`config.mk`:
```
export PLATFORM = sky130hd
export DESIGN_NAME = alu_operand_stage
export DESIGN_NICKNAME = d
export VERILOG_FILES = /design/src/rtl/alu_operand_stage_pkg.sv /design/src/rtl/alu_regfile.sv /design/src/rtl/alu_operand_stage.sv
export SDC_FILE = /design/constraint.sdc
export NUM_CORES = 1
export LEC_CHECK = 0
export CAP_MARGIN = 10
export CORE_AREA = 2 2 97 118
export DETAILED_ROUTE_END_ITERATION = 7
export DIE_AREA = 0 0 99 120
export PLACE_DENSITY = 0.65
export SETUP_SLACK_MARGIN = 0.3
export SLEW_MARGIN = 10
export SYNTH_ARGS = -nofsm -noshare
export SYNTH_HDL_FRONTEND = slang
export SYNTH_SLANG_ARGS = --single-unit
export TNS_END_PERCENT = 1
```
`constraint.sdc`:
```
create_clock -name clk -period 4.36 [get_ports clk]
set_input_delay 1.09 -clock clk [delete_from_list [all_inputs] [get_ports clk]]
set_output_delay 1.09 -clock clk [all_outputs]
set_load 0.005 [all_outputs]
```
`src/rtl/alu_operand_stage_pkg.sv`:
```
// alu_operand_stage_pkg: widths, opcode constants and the operand-register record shared with the ALU.
package alu_operand_stage_pkg;
    localparam int DATA_W = 8;
    localparam int OP_W   = 5;
    localparam int NREGS  = 8;
    localparam int ADDR_W = $clog2(NREGS);
    localparam logic [OP_W-1:0] OP_ADD = 5'd0;
    localparam logic [OP_W-1:0] OP_SUB = 5'd1;
    localparam logic [OP_W-1:0] OP_AND = 5'd2;
    localparam logic [OP_W-1:0] OP_OR  = 5'd3;
    localparam logic [OP_W-1:0] OP_XOR = 5'd4;
    localparam logic [OP_W-1:0] OP_MUL = 5'd5;
    localparam logic [OP_W-1:0] OP_DIV = 5'd6;
    typedef struct packed {
        logic [DATA_W-1:0] in1;
        logic [DATA_W-1:0] in2;
        logic [OP_W-1:0]   sel;
        logic [ADDR_W-1:0] rd;
        logic              dz;
    } alu_op_t;
endpackage

```
`src/rtl/alu_regfile.sv`:
```
// alu_regfile: NREGS x DATA_W register file, two async read ports, one sync write port, async clear.
module alu_regfile
    import alu_operand_stage_pkg::*;
(
    input  logic              clk,
    input  logic              rst_n,
    input  logic              we_i,
    input  logic [ADDR_W-1:0] waddr_i,
    input  logic [DATA_W-1:0] wdata_i,
    input  logic [ADDR_W-1:0] raddr1_i,
    input  logic [ADDR_W-1:0] raddr2_i,
    output logic [DATA_W-1:0] rdata1_o,
    output logic [DATA_W-1:0] rdata2_o
);
    logic [DATA_W-1:0] regs_q [NREGS];
    always_ff @(posedge clk or negedge rst_n) begin
        if (!rst_n) begin
            for (int i = 0; i < NREGS; i++) regs_q[i] <= '0;
        end else if (we_i) begin
            regs_q[waddr_i] <= wdata_i;
        end
    end
    assign rdata1_o = regs_q[raddr1_i];
    assign rdata2_o = regs_q[raddr2_i];
endmodule

```
`src/rtl/alu_operand_stage.sv`:
```
// alu_operand_stage: register-file read plus one pipeline register feeding the ALU.
// ALU_BYPASS_EN: forward same-cycle writeback into operands instead of stalling.
module alu_operand_stage
    import alu_operand_stage_pkg::*;
(
    input  logic              clk,
    input  logic              rst_n,
    input  logic              in_valid,
    output logic              in_ready,
    input  logic [OP_W-1:0]   in_op,
    input  logic [ADDR_W-1:0] in_rd,
    input  logic [ADDR_W-1:0] in_rs1,
    input  logic [ADDR_W-1:0] in_rs2,
    input  logic              in_use_imm,
    input  logic [DATA_W-1:0] in_imm,
    output logic              out_valid,
    input  logic              out_ready,
    output logic [DATA_W-1:0] alu_in1,
    output logic [DATA_W-1:0] alu_in2,
    output logic [OP_W-1:0]   alu_sel,
    output logic [ADDR_W-1:0] out_rd,
    output logic              out_dz,
    input  logic              wb_en,
    input  logic [ADDR_W-1:0] wb_addr,
    input  logic [DATA_W-1:0] wb_data
);
    logic [DATA_W-1:0] rdata1, rdata2, opa, opb;
    logic rs1_hit, rs2_hit, stall, load, valid_d, valid_q;
    alu_op_t op_d, op_q;
    alu_regfile u_regfile (
        .clk      (clk),
        .rst_n    (rst_n),
        .we_i     (wb_en),
        .waddr_i  (wb_addr),
        .wdata_i  (wb_data),
        .raddr1_i (in_rs1),
        .raddr2_i (in_rs2),
        .rdata1_o (rdata1),
        .rdata2_o (rdata2)
    );
    assign rs1_hit = wb_en && wb_addr == in_rs1;
    assign rs2_hit = wb_en && !in_use_imm && wb_addr == in_rs2;
`ifdef ALU_BYPASS_EN
    assign opa   = rs1_hit ? wb_data : rdata1;
    assign opb   = in_use_imm ? in_imm : (rs2_hit ? wb_data : rdata2);
    assign stall = 1'b0;
`else
    // Read ports return the pre-write value, so hold off until the write lands.
    assign opa   = rdata1;
    assign opb   = in_use_imm ? in_imm : rdata2;
    assign stall = rs1_hit | rs2_hit;
`endif
    assign in_ready = (!valid_q | out_ready) & !stall;
    assign load     = in_valid & in_ready;
    assign valid_d  = load | (valid_q & !out_ready);
    always_comb begin
        op_d     = '0;
        op_d.in1 = opa;
        op_d.in2 = opb;
        op_d.sel = in_op;
        op_d.rd  = in_rd;
        op_d.dz  = in_op == OP_DIV && opb == '0;
    end
    always_ff @(posedge clk or negedge rst_n) begin
        if (!rst_n) begin
            valid_q <= 1'b0;
            op_q    <= '0;
        end else begin
            valid_q <= valid_d;
            if (load) op_q <= op_d;
        end
    end
    assign out_valid = valid_q;
    assign alu_in1   = op_q.in1;
    assign alu_in2   = op_q.in2;
    assign alu_sel   = op_q.sel;
    assign out_rd    = op_q.rd;
    assign out_dz    = op_q.dz;
endmodule

```
# Word level (Yosys, flattened, before mapping)
# Index checks and enable logic that the tools add are counted.
# word_totals
reg_bits	90
input_bits	39
elab_cells	50
# op_classes
order_cmp	4
n_eq_ne	3
n_mux	10
bitwise	9
n_reduce_logical	10
# ops
operator	n
bitwise mux 64 bit	1
binary-select mux 8 bit (select 3 bit)	2
two-way mux 8 bit	6
demux 8 bit (select 3 bit)	1
greater-or-equal comparator 4 bit, second input constant	3
NOT 3 -> 4 bit	3
logical NOT 8 bit	1
equality test 3 bit	2
equality test 5 x 3 -> 1 bit, second input constant	1
logical AND 1 bit	5
logical NOT 1 bit	4
< comparator 4 x 1 -> 1 bit, second input constant	1
AND 1 bit	3
OR 1 bit	3

# Depth between registers and ports, before layout
# depth
word_depth	8
depth_mapped	8

# By module
# From an unflattened synthesis, not the netlist that was laid out.
# unflattened
cells_unflattened	290
hier_area_um2	4865.9
# by_module_without_submodules
module	instances	cells_each	area_each_um2
alu_regfile	1	201	3539.6
alu_operand_stage	1	89	1326.3

# Worst setup path before layout
# Ideal clock, no wire load.
# synth_path
path_kind	input -> output
startpoint	input wb_addr[2]
endpoint	output in_ready
arrival_ps	1882
required_time_ps	3270
slack_ps	1388
path_stages	5
path_cell_list	buf_4 xor2_1 nor4_1 o21a_2 nor2_1
# synth_via
elab_chain_cells	5
elab_cells_between_ends	7
# synth_rtl
item	line	rtl
start, declared	alu_operand_stage.sv:24	input logic [ADDR_W-1:0] wb_addr,
equality test 3 bit, on equally long branches	alu_operand_stage.sv:41, alu_operand_stage.sv:42	
logical AND 1 bit, on equally long branches	alu_operand_stage.sv:41, alu_operand_stage.sv:42	
OR 1 bit (*)	alu_operand_stage.sv:51	assign stall = rs1_hit | rs2_hit;
logical NOT 1 bit (*)	alu_operand_stage.sv:53	assign in_ready = (!valid_q | out_ready) & !stall;
AND 1 bit (*)	alu_operand_stage.sv:53	
end, declared	alu_operand_stage.sv:9	output logic in_ready,
# Mark *: on every way between the ends. The rest lies on a longest branch, timed or not.

# Final worst setup path
# layout_path
startpoint	input in_rs2[2]
endpoint	output in_ready
# layout_via
elab_chain_cells	5
# layout_rtl
item	line	rtl
start, declared	alu_operand_stage.sv:13	input logic [ADDR_W-1:0] in_rs2,
equality test 3 bit	alu_operand_stage.sv:42	assign rs2_hit = wb_en && !in_use_imm && wb_addr == in_rs2;
logical AND 1 bit	alu_operand_stage.sv:42	
OR 1 bit	alu_operand_stage.sv:51	
logical NOT 1 bit	alu_operand_stage.sv:53	
AND 1 bit	alu_operand_stage.sv:53	
# No other way between the ends.

==> run_summary.xml <==
<?xml version="1.0" encoding="UTF-8"?>
<metrics>
  <group name="status">
    <metric name="outcome" unit="">finished clean</metric>
  </group>
  <group name="yosys">
    <metric name="post_synth_main_area_contributors" unit="">sky130_fd_sc_hd__dfrtp_1 (48%), sky130_fd_sc_hd__mux2_2 (22%), sky130_fd_sc_hd__mux4_2 (8.6%)</metric>
    <metric name="ys_dominant_reg_cell" unit="">sky130_fd_sc_hd__dfrtp_1</metric>
    <metric name="synth_nets" unit="">360</metric>
    <metric name="seq_area_frac_synth" unit="%">47.80</metric>
    <metric name="synth.lib_cells_used.distinct" unit="">32</metric>
    <metric name="library_cell_occupying_the_most_area_in_the_post_synthesis_netlist" unit="">sky130_fd_sc_hd__dfrtp_1</metric>
    <metric name="instance_count_of_the_mapped_netlist" unit="">321</metric>
    <metric name="mappedNetlistArea" unit="mm2">0.004712</metric>
    <metric name="yosys_register_bits" unit="">90</metric>
    <metric name="synth_enable_flop_cells" unit="">0</metric>
    <metric name="synthesis_warnings" unit="">0</metric>
    <metric name="postSynthAreaPerCell" unit="um2">14.68</metric>
    <metric name="synth.top_cell.area_share" unit="%">47.80</metric>
    <metric name="asyncSetResetFlopFracSynth" unit="%">100.0</metric>
  </group>
  <group name="global_route">
    <metric name="grt.busiest_layer" unit="">met2</metric>
    <metric name="gr-usage-met1" unit="%">25.49</metric>
    <metric name="grt_pass1_wl" unit="um">17810</metric>
    <metric name="m2_gr_usage" unit="%">34.04</metric>
    <metric name="groute.layer.met3.usage" unit="%">3.844</metric>
    <metric name="grt_overflow_total" unit="">0</metric>
    <metric name="global_route_total_usage_across_every_layer" unit="%">20.09</metric>
    <metric name="number_of_antenna_violations_at_the_first_check_in_global_routing" unit="">0</metric>
    <metric name="via_count_of_the_first_global_routing_pass" unit="">3168</metric>
    <metric name="largest_net_degree_at_the_start_of_global_routing" unit="">70</metric>
  </group>
  <group name="floorplan">
    <metric name="die_y" unit="um">120</metric>
    <metric name="core_area" unit="mm2">0.01077</metric>
    <metric name="floorplan.initialDensity" unit="%">43.74</metric>
    <metric name="rows" unit="">42</metric>
    <metric name="design.portCount" unit="">66</metric>
    <metric name="total_die_area" unit="mm2">0.01188</metric>
    <metric name="width_of_the_chip" unit="um">99</metric>
  </group>
  <group name="finish">
    <metric name="syn2layout_area_growth" unit="%">22.57</metric>
    <metric name="mostFrequentLayoutCell" unit="">sky130_fd_sc_hd__mux2_2</metric>
    <metric name="antennaDiodeCount" unit="">0</metric>
    <metric name="fin_cells" unit="">527</metric>
    <metric name="post_route_cells_drive_above_1_share" unit="%">40.76</metric>
    <metric name="count_of_nets_after_finishing" unit="">429</metric>
    <metric name="stdcell_area" unit="mm2">0.005776</metric>
    <metric name="layout.cells.most_common_list" unit="">sky130_fd_sc_hd__mux2_2 (93), sky130_fd_sc_hd__dfrtp_1 (90), sky130_fd_sc_hd__clkdlybuf4s50_1 (61), sky130_fd_sc_hd__mux4_2 (18), sky130_fd_sc_hd__mux2_4 (16)</metric>
    <metric name="utilization" unit="%">53.61</metric>
    <metric name="fillCellCount" unit="">886</metric>
  </group>
  <group name="placement">
    <metric name="placement.io_buffers" unit="">65</metric>
    <metric name="placedInstanceArea" unit="mm2">0.005475</metric>
    <metric name="dpl.hpwl" unit="um">7565</metric>
    <metric name="place.detailed.instances" unit="">511</metric>
    <metric name="place_congestion" unit="">0.8167</metric>
  </group>
  <group name="clocking">
    <metric name="clk-insertion-delay-late" unit="ns">0.34</metric>
    <metric name="post_cts_resized" unit="">0</metric>
    <metric name="clk_path_buf_depth" unit="">2</metric>
    <metric name="cts-root-buf" unit="">sky130_fd_sc_hd__clkbuf_16</metric>
    <metric name="clk_pin_slew_worst_paths" unit="ns">0.06</metric>
    <metric name="clock_tree_from_tritoncts" unit="">built</metric>
    <metric name="total_number_of_h_tree_levels" unit="">3</metric>
    <metric name="clock-sinks" unit="">90</metric>
    <metric name="postCtsSetupBuffers" unit="">0</metric>
    <metric name="cts_made_buffers" unit="">9</metric>
    <metric name="cts_hold_buffers" unit="">0</metric>
  </group>
  <group name="timing">
    <metric name="hold-worst-slack" unit="ns">0.4993</metric>
    <metric name="worst_slew_margin" unit="%">40.94</metric>
    <metric name="finalCritPeriodShare" unit="%">90.21</metric>
    <metric name="worst_slew_pin_slew" unit="ns">0.8859</metric>
    <metric name="final_hold_viol_count" unit="">0</metric>
    <metric name="setup_viol_count_final" unit="">0</metric>
    <metric name="finalMaxSlewViolations" unit="">0</metric>
    <metric name="finalWorstPathRequiredPeriod" unit="ns">3.933</metric>
    <metric name="skew" unit="ns">0.004626</metric>
    <metric name="fin_setup_tns" unit="ns">0</metric>
    <metric name="rsz0062_at_grt" unit="">no</metric>
    <metric name="max_freq" unit="MHz">254.2</metric>
  </group>
  <group name="drt">
    <metric name="detail-route-antenna-nets" unit="">0</metric>
    <metric name="drt-pass1-iter-count" unit="">4</metric>
    <metric name="routed_wire_length_per_instance" unit="um">21.58</metric>
    <metric name="drt_first_iter_violations" unit="">125</metric>
    <metric name="vias" unit="">2974</metric>
    <metric name="avgViaCountPerCell" unit="">5.643</metric>
    <metric name="detail_route.drc_violations" unit="">0</metric>
    <metric name="drt-total-wl" unit="um">11370</metric>
  </group>
  <group name="flow_run">
    <metric name="max_cap_viol_count" unit="">0</metric>
  </group>
  <group name="critical_path">
    <metric name="crit_required" unit="ns">3.27</metric>
    <metric name="timing.critical_path.depth" unit="">6</metric>
    <metric name="critical_path.top_delay_family" unit="">buffers and inverters</metric>
    <metric name="worst_r2r_endpoint" unit="">out_dz</metric>
    <metric name="path_cells" unit="">clkdlybuf4s50_1 -&gt; xor2_1 -&gt; nor4_1 -&gt; o21a_2 -&gt; nor2_1 -&gt; clkdlybuf4s50_1</metric>
    <metric name="maximum_net_fanout_on_the_critical_path" unit="">7</metric>
    <metric name="endpoint_kind" unit="">primary output</metric>
    <metric name="worst_r2r_startpoint" unit="">u_regfile.regs_q[5]</metric>
    <metric name="timing.critical_path.mode_cell" unit="">sky130_fd_sc_hd__clkdlybuf4s50_1</metric>
    <metric name="regToRegSetupSlack" unit="ns">2.50</metric>
    <metric name="critical_path_class" unit="">in2out</metric>
    <metric name="setup.worst_path.start_class" unit="">input port</metric>
    <metric name="worst-path-buf-inv" unit="">2</metric>
    <metric name="worst_setup_path_startpoint" unit="">in_rs2[2]</metric>
    <metric name="slowest_cell_on_crit_path" unit="">sky130_fd_sc_hd__clkdlybuf4s50_1</metric>
    <metric name="critPathArrivalTime" unit="ns">2.84</metric>
    <metric name="critPathMaxStageDelay" unit="ns">0.52</metric>
    <metric name="worstRegToRegCells" unit="">5</metric>
  </group>
  <group name="power_and_ir_drop">
    <metric name="power.density" unit="mW/mm2">454.4</metric>
    <metric name="power.ir.vdd_worst" unit="mV">0.2043</metric>
    <metric name="leakagePower" unit="nW">2.467</metric>
  </group>
  <group name="hold_path">
    <metric name="whs_path_depth" unit="">2</metric>
    <metric name="worstHoldStart" unit="">out_valid</metric>
    <metric name="min_delay_worst_type" unit="">reg2reg</metric>
    <metric name="hold-path-endpoint" unit="">out_valid</metric>
  </group>
</metrics>
## cell usage after synthesis (3+ instances only)
| master | number |
|---|---|
| sky130_fd_sc_hd__nor3_1 | 3 |
| sky130_fd_sc_hd__mux2i_1 | 14 |
| sky130_fd_sc_hd__buf_4 | 6 |
| sky130_fd_sc_hd__dfrtp_1 | 90 |
| sky130_fd_sc_hd__mux4_2 | 18 |
| sky130_fd_sc_hd__nand2b_1 | 3 |
| sky130_fd_sc_hd__buf_6 | 6 |
| sky130_fd_sc_hd__nand2_1 | 10 |
| sky130_fd_sc_hd__mux2_2 | 93 |
| sky130_fd_sc_hd__o31a_1 | 4 |
| sky130_fd_sc_hd__nor4_1 | 3 |
| sky130_fd_sc_hd__mux2_4 | 16 |
| sky130_fd_sc_hd__a22o_1 | 7 |
| sky130_fd_sc_hd__nand4b_1 | 3 |
| sky130_fd_sc_hd__o21ai_0 | 3 |
| sky130_fd_sc_hd__o22ai_1 | 7 |
| sky130_fd_sc_hd__o31ai_1 | 7 |
| sky130_fd_sc_hd__buf_2 | 3 |
| sky130_fd_sc_hd__xor2_1 | 6 |
| sky130_fd_sc_hd__clkbuf_1 | 4 |
## flip-flops by register name, indices dropped and copies added, names as in the netlist
register and count:
out_dz 1, u_regfile.regs_q 64, alu_in2 8, out_valid 1, out_rd 3, alu_sel 5, alu_in1 8
## worst max-delay path by stage
stage	slack, ns	endpoint
2_1_floorplan	1.39	in_ready
3_3_place_gp	0.33	in_ready
3_5_place_dp	0.32	in_ready
4_1_cts	0.32	in_ready
5_1_grt	0.32	in_ready
6_report	0.43	in_ready
## kinds of logic (layout without fill, tap and decap cells)
family	Yosys count	in the layout	synth area share [%]
XOR/XNOR	6	6	1.115
buffers and inverters	22	96	3.292
AND/OR/NAND/NOR	32	32	4.116
multiplexers	141	141	38.90
flip-flops	90	90	47.80
AO/OA/AOI/OAI	30	30	4.779
## worst reg2reg max path: cells and delay by family, from the launching register on
family	cells	cell delay, ns
and+or+nand+nor	1	0.18
muxes	3	1.04
DFF	1	0.40
AOI/OAI and AO/OA	1	0.18
## metrics by stage
stage                     power (mW)  setup WS (ns)
after global placement         1.870         0.3272
after detailed placement       1.890         0.3221
after floorplan                1.590          1.388
final                          2.625         0.4267
after CTS                      2.647         0.3206
after global routing           2.758         0.3168
## where the power goes
| group | internal, mW | switching, mW | leakage [nW] |
|---|---|---|---|
| logic | 0.474 | 0.235 | 1.24 |
| registers | 1.03 | 0.129 | 1.08 |
| clock network | 0.435 | 0.318 | 0.146 |
## routing by layer
metal	vias up	part of all wire (%)
li1	1359	-
met4	0	2.8
met5	-	0
met2	78	51
met1	1520	42
met3	17	4.5
## area by class of cell
cell class                      count  area (um2)  share of cell area (%)
Timing Repair Buffer               78       753.2                   13.04
Multi-Input combinational cell    209        2305                   39.90
Inverter                            2       7.507                  0.1300
Sequential cell                    90        2252                   38.99
Clock inverter                      3       22.52                  0.3899
Clock buffer                       13       270.3                   4.679
Tap cell                          132       165.2                   2.860
Note: power is estimated with default switching activity, not from simulation.
